--- config.mk ---
export PLATFORM = sky130hd
export DESIGN_NAME = mem_access_unit
export DESIGN_NICKNAME = d
export VERILOG_FILES = /design/src/rtl/mem_access_unit.sv
export SDC_FILE = /design/constraint.sdc
export NUM_CORES = 1
export LEC_CHECK = 0
export ABC_AREA = 0
export BUFFER_PORTS_ARGS = -buffer_cell sky130_fd_sc_hd__clkbuf_2
export CAP_MARGIN = 40
export CORE_MARGIN = 2
export CORE_UTILIZATION = 52
export DETAILED_ROUTE_END_ITERATION = 16
export GPL_TIMING_DRIVEN = 0
export HOLD_SLACK_MARGIN = 0.12
export PLACE_DENSITY = 0.83
export SYNTH_ARGS = -nofsm -noshare
export SYNTH_HDL_FRONTEND = slang
export SYNTH_SLANG_ARGS = --single-unit
--- constraint.sdc ---
create_clock -name clk -period 3.2 [get_ports clk]
set_input_delay 0.96 -clock clk [delete_from_list [all_inputs] [get_ports clk]]
set_output_delay 0.96 -clock clk [all_outputs]
set_load 0.005 [all_outputs]
--- src/rtl/mem_access_unit.sv ---
// Load/store unit between the pipeline and a single-port data memory.
// Sub-word stores run read-modify-write through a one-word line buffer.
module mem_access_unit #(
  parameter logic [31:0] BASE_ADDR  = 32'd1024,
  parameter int unsigned WORD_COUNT = 64
) (
  input  logic        clk,
  input  logic        rst,
  input  logic        req_valid,
  input  logic        req_write,
  input  logic [1:0]  req_size,
  input  logic        req_unsigned,
  input  logic [31:0] req_addr,
  input  logic [31:0] req_wdata,
  output logic        req_ready,
  output logic        resp_valid,
  output logic [31:0] resp_rdata,
  output logic        resp_err,
  output logic [31:0] memAdr,
  output logic [31:0] writeData,
  output logic        memRead,
  output logic        memWrite,
  input  logic [31:0] readData
);

  typedef enum logic [1:0] {
    IDLE,
    READ,
    WRITE,
    RESP
  } state_t;

  localparam logic [32:0] LIMIT =
    {1'b0, BASE_ADDR} + 33'(4 * WORD_COUNT);

  state_t      state_q;
  logic [31:0] addr_q;
  logic [31:0] wdata_q;
  logic [31:0] buf_q;
  logic [1:0]  size_q;
  logic        uns_q;
  logic        wr_q;
  logic        err_q;

  logic        req_err;
  logic [31:0] merged;
  logic [31:0] lane;
  logic [31:0] ext;

  assign req_err =
      (req_size == 2'b11)
    | ((req_size == 2'b01) & req_addr[0])
    | ((req_size == 2'b10) & (|req_addr[1:0]))
    | (req_addr < BASE_ADDR)
    | ({1'b0, req_addr} >= LIMIT);

  always_ff @(posedge clk or negedge rst) begin
    if (!rst) begin
      state_q <= IDLE;
      addr_q  <= '0;
      wdata_q <= '0;
      buf_q   <= '0;
      size_q  <= '0;
      uns_q   <= 1'b0;
      wr_q    <= 1'b0;
      err_q   <= 1'b0;
    end else begin
      unique case (state_q)
        IDLE: begin
          if (req_valid) begin
            addr_q  <= req_addr;
            wdata_q <= req_wdata;
            size_q  <= req_size;
            uns_q   <= req_unsigned;
            wr_q    <= req_write;
            err_q   <= req_err;
            unique case (1'b1)
              req_err:
                state_q <= RESP;
              req_write && (req_size == 2'b10):
                state_q <= WRITE;
              default:
                state_q <= READ;
            endcase
          end
        end
        READ: begin
          buf_q   <= readData;
          state_q <= wr_q ? WRITE : RESP;
        end
        WRITE:   state_q <= RESP;
        RESP:    state_q <= IDLE;
        default: state_q <= IDLE;
      endcase
    end
  end

  // Store data: splice the new lane into the buffered word
  always_comb begin
    merged = buf_q;
    case (size_q)
      2'b00:   merged[{addr_q[1:0], 3'b000} +: 8]  = wdata_q[7:0];
      2'b01:   merged[{addr_q[1], 4'b0000} +: 16] = wdata_q[15:0];
      default: merged = wdata_q;
    endcase
  end

  assign lane = buf_q >> {addr_q[1:0], 3'b000};

  always_comb begin
    ext = buf_q;
    case (size_q)
      2'b00:
        ext = uns_q ? {24'b0, lane[7:0]}
                    : {{24{lane[7]}}, lane[7:0]};
      2'b01:
        ext = uns_q ? {16'b0, lane[15:0]}
                    : {{16{lane[15]}}, lane[15:0]};
      default: ext = buf_q;
    endcase
  end

  assign req_ready  = (state_q == IDLE);
  assign resp_valid = (state_q == RESP);
  assign resp_err   = resp_valid & err_q;
  assign resp_rdata = (resp_valid & ~err_q & ~wr_q) ? ext : '0;
  assign memRead    = (state_q == READ);
  assign memWrite   = (state_q == WRITE);
  assign memAdr     = {addr_q[31:2], 2'b00};
  assign writeData  = memWrite ? merged : '0;

endmodule

# Word level (Yosys, flattened, before mapping)
# Index checks and enable logic that the tools add are counted.
[word_totals]
input_bits = 103
output_inout_bits = 101
reg_bits = 103
[classes]
n_reduce_logical = 5
order_cmp = 2
n_shift = 5
mux = 12
n_addsub = 2
bitwise_logic = 11
eq_ne = 8
[ops]
columns = ["op", "n"]
rows = [
  ["2-to-1 mux 32 bit", 4],
  ["one-hot mux 32 bit (2 select lines)", 2],
  ["bitwise mux 32 bit", 2],
  [">= comparator 32 x 11 -> 1 bit, second input constant", 1],
  ["less-than comparator 32 x 11 -> 1 bit, second input constant", 1],
  ["variable shift 16 x 7 -> 32 bit, first input constant", 1],
  ["variable shift 8 x 7 -> 32 bit, first input constant", 1],
  ["indexed part select 16 x 7 -> 32 bit", 1],
  ["indexed part select 8 x 7 -> 32 bit", 1],
  ["right shift 32 x 5 -> 16 bit", 1],
  ["negator 5 -> 7 bit", 2],
  ["equality test 2 bit, second input constant", 4],
  ["one-hot mux 2 bit (4 select lines)", 1],
  ["equality test 2 x 1 -> 1 bit, second input constant", 3],
  ["bitwise AND 1 bit", 5],
  ["zero test 2 bit", 2],
  ["bitwise OR 1 bit", 4],
  ["one-hot mux 2 bit (2 select lines)", 1],
  ["2-to-1 mux 2 bit", 1],
  ["!= test 2 bit, second input constant", 1],
  ["NOT 1 bit", 2],
  ["AND reduction 2 bit", 1],
  ["OR reduction 2 bit", 1],
  ["logical AND 1 bit", 1],
  ["2-to-1 mux 1 bit", 1],
]

# Longest topological paths before layout
[logic_depth]
word_depth = 9
mapped_depth = 9
mapped_depth_nobuf = 6

# Worst setup path before layout
# Ideal clock, no wire load.
[synth_timing]
path_kind = "reg2out"
start = "register addr_q[0]"
end = "output port writeData[30]"
required_time_ns = 2.240
path_stages_with_launch = 10
slack_ns = 0.202
t_arrival_ns = 2.038
cell_sequence = "dfrtp_1 > buf_6 > buf_2 > inv_1 > ha_1 > nor4bb_1 > clkbuf_1 > a221o_1 > a22oi_1 > nor2b_1"
[synth_between]
elab_chain_cells = 5
elab_cells_between_ends = 6
[synth_rtl]
columns = ["item", "line", "source"]
rows = [
  ["start: declaration", "37", "logic [31:0] addr_q;"],
  ["start signal: assignment", "71", "addr_q <= req_addr;"],
  ["negator 5 -> 7 bit (*)", "102", "2'b00: merged[{addr_q[1:0], 3'b000} +: 8] = wdata_q[7:0];"],
  ["indexed part select 8 x 7 -> 32 bit or variable shift 8 x 7 -> 32 bit (tied branches)", "102", ""],
  ["bitwise mux 32 bit (*)", "102", ""],
  ["one-hot mux 32 bit (2 select lines) (*)", "101", "case (size_q)"],
  ["2-to-1 mux 32 bit (*)", "130", "assign writeData = memWrite ? merged : '0;"],
  ["end: declaration", "20", "output logic [31:0] writeData,"],
]
# Mark *: on every way between the ends. The rest lies on a longest branch, timed or not.

# Worst setup path in the final report
[layout_timing]
start = "register addr_q[0]"
end = "output port writeData[15]"
# Same word-level chain as after synthesis.

==> flow_summary.json <==
{
  "drive_gt1_frac": 0.5127,
  "seq_power_share": 0.326,
  "ctsRootBufferMaster": "clkbuf_16",
  "drtAntennaViolNets": 0,
  "dp_slack_ns": -0.3151,
  "crit_fanout": 8,
  "fill_cells": 933,
  "ys_warn_count": 0,
  "clockPowerShare": 0.125,
  "status": "complete, but fails checks",
  "crit_chain": "buf_6 -> buf_12 -> clkinvlp_4 -> ha_2 -> and4b_2 -> a22o_1 -> a222oi_1 -> nor2b_1 -> clkbuf_2",
  "p_int_mw": 5.034,
  "synth_edf_count": 0,
  "period_share": 1.066,
  "start_kind": "flip-flop",
  "syn_inst": 591,
  "wl_per_cell_um": 20.90,
  "grt_max_degree": 61,
  "p_per_area_nw_per_um2": 1082,
  "critPathCaptureType": "primary output",
  "htreeDepth": 3,
  "tns_ns": -6.322,
  "critPathLaunch": "addr_q[0]$_DFFE_PN0P_",
  "dieWidth_um": 113.8,
  "reg2reg_from": "state_q[0]$_DFFE_PN0P_",
  "p_sw_frac": 0.4352,
  "worstPathRequired_ns": 2.24,
  "antenna_found_initial": 0,
  "dieHeight_um": 113.8,
  "r2r_end": "wdata_q[9]$_DFFE_PN0P_",
  "yosysUniqueCellTypes": 46,
  "cpPeakStageDelay_ns": 0.40,
  "maxSlewHeadroom": 0.5716,
  "fmax_mhz": 293.1,
  "synth.avg_cell_area_um2": 10.61,
  "r2r_cells": 6,
  "nets": 934,
  "crit_family": "buffers and inverters",
  "ys_seq_area_frac": 0.4109,
  "synth_area_um2": 6272,
  "clkLatencyLatePin_ns": 0.36,
  "crit_slowest_cell": "dfrtp_1",
  "start_util": 0.5266,
  "via_per_inst": 6.099,
  "grtUsageTotal": 0.3129,
  "finalPower_mw": 8.912,
  "multi_input_area_um2": 3415,
  "hp-class": "reg -> reg",
  "ctsHoldBuffers": 0,
  "crit_arrival_ns": 2.45,
  "areaGrowthSynthToFinish_pct": 31.32,
  "fin_skew_ns": 0.007736,
  "r2r_setup_slack_ns": 0.78,
  "maxSlewViolCount": 0,
  "clk_pin_slew_worst_paths_ns": 0.08,
  "cts_sinks": 103,
  "grt_pass1_wl_um": 30990,
  "portBuffers": 201,
  "p_sw_mw": 3.878,
  "gp_congestion": 0.9197,
  "violations": "setup timing",
  "ir_worst_vdd_v": 0.0005662,
  "core_region_area_um2": 11910,
  "cts_buffer_depth": 2,
  "yosys.area.top_type": "dfrtp_1",
  "rsz0062_at_grt": "true",
  "drc_errors": 0,
  "drt_wl_total_um": 20360,
  "cp.depth": 9,
  "worst_slack_ns": -0.2122,
  "synth_seq_cells": 103,
  "p_leak_nw": 3.984,
  "final_hold_viol_count": 0,
  "min_period_ns": 3.412,
  "dpl.hpwl_um": 15220,
  "comb_power_share": 0.548,
  "holdWs_ns": 0.5098,
  "setup_viol": 48,
  "n_antenna_cell": 0,
  "crit_buf_inv": 4,
  "async_reset_ff_frac": 1.000,
  "io_pins": 204,
  "cts_buffers": 9,
  "min_from": "addr_q[8]$_DFFE_PN0P_",
  "cts_tree": "yes",
  "first_pass_iters": 6,
  "rows": 40,
  "dpl_cell_area_um2": 7501,
  "ff_latch_area_um2": 2577,
  "ys.flop_type": "dfrtp_1",
  "die-area_um2": 12960,
  "grt-ovfl-total": 0,
  "max_slew.worst_pin.slew_ns": 0.6426,
  "yosys.area.top_type_share": 0.4109,
  "drtIter0Drc": 417,
  "num_vias": 5940,
  "whs_path_depth": 1,
  "endpoint": "writeData[15]",
  "grt_pass1_vias": 5938,
  "path_class": "reg -> out",
  "stdcell_area_um2": 8237,
  "maxCapViolations": 0,
  "synth.area.top_cells": "dfrtp_1, mux2_2, mux2i_1, buf_4, a221o_1"
}
cell usage in the layout (no fill, tap or decap), types with 3 or more instances in the layout:
cell       count
a21o_1        16
a21oi_1       25
a221o_1       16
a221oi_2      12
a222oi_1       6
a22o_1         8
a22oi_1       10
a22oi_2        8
and2_1         3
buf_1          9
buf_2         23
buf_4         50
buf_6          6
clkbuf_1      16
clkbuf_16      9
clkbuf_2     185
clkbuf_4       3
dfrtp_1      103
ha_1           7
inv_1         16
inv_6          3
mux2_2        87
mux2i_1       33
nand2_1       32
nand3b_1       4
nor2_1        22
nor2b_1       23
nor4_1         7
o21ai_0       16
o221a_2        7
o221ai_1       8
o2bb2ai_1      6
or2_2          3
metal layers:
metal / GRT usage / vias up / share of wire
met5: 0 / - / 0
met4: 0.1252 / 0 / 0.033
met3: 0.08820 / 72 / 0.085
met2: 0.5238 / 344 / 0.49
met1: 0.3836 / 2893 / 0.40
li1: - / 2631 / -
timing repair:
action,in CTS,in global routing
gates resized for setup,38,67
buffers inserted,11,7
gates cloned,1,0
endpoints found under the hold margin,0,0
setup endpoints to repair,64,63
pin swaps,22,16
metrics by stage:
step	util	std cells
after floorplan	-	592
after global placement	0.6268	940
after detailed placement	0.6297	942
after CTS	0.6732	968
after global routing	0.6915	974
final	0.6915	974
cell type report:
cell class,instances,area share
multi-input combinational,393,0.4146
timing repair buffer,221,0.1449
inverter,19,0.009874
tap,147,0.02233
sequential,103,0.3129
clock buffer,10,0.02901
clock inverter,6,0.007595
buffer,75,0.05879
state kept, by name, indices dropped and copies added, names as in the netlist:
name     cells
addr_q      32
buf_q       32
err_q        1
size_q       2
state_q      2
uns_q        1
wdata_q     32
wr_q         1
cell usage after synthesis (all sizes together) (3+ instances only):
cell type  instances
ha                 9
and2               3
nor4               9
dfrtp            103
nor2              23
clkbuf            27
buf               50
nand2             32
o21ai             16
mux2              87
a21oi             26
o221ai             8
a221oi            16
a22o               8
nor2b             24
a22oi             18
o221a              7
mux2i             33
inv               18
a21o              16
nand3b             4
o2bb2ai            6
or2                3
a222oi             6
a221o             16
cells by family after synthesis:
kind of cell             share of synthesized area
AO/OA/AOI/OAI                               0.1833
multiplexers                                0.2124
AND/OR/NAND/NOR                            0.09476
flip-flops                                  0.4109
buffers and inverters                      0.07999
adder cells (fa/ha/maj)                    0.01795
other                                    0.0005979
worst reg2reg max path: cells and delay by family, from the launching register on:
kind,cells,cell delay (ns)
adder cells (fa/ha/maj),1,0.28
buffers and inverters,3,1.04
flip-flops,1,0.42
multiplexers,1,0.41
AND/OR/NAND/NOR,1,0.16
worst min path at each step:
stage | end | slack (ns)
after global routing | addr_q[27]$_DFFE_PN0P_ | 0.54
after detailed placement | addr_q[15]$_DFFE_PN0P_ | 0.50
after global placement | addr_q[6]$_DFFE_PN0P_ | 0.49
after CTS | addr_q[15]$_DFFE_PN0P_ | 0.51
after floorplan | addr_q[16]$_DFFE_PN0P_ | 0.48
final | addr_q[8]$_DFFE_PN0P_ | 0.51
power by group through the flow:
stage	clock (mW)	combinational (mW)	sequential (mW)
finish	1.12	4.89	2.91
floorplan	0	3.08	2.43
global route	1.18	5.27	2.96
CTS	1.13	4.52	2.85
global placement	0	4.14	2.79
detailed placement	0	4.29	2.82
Power figures use the tool's default switching activity.
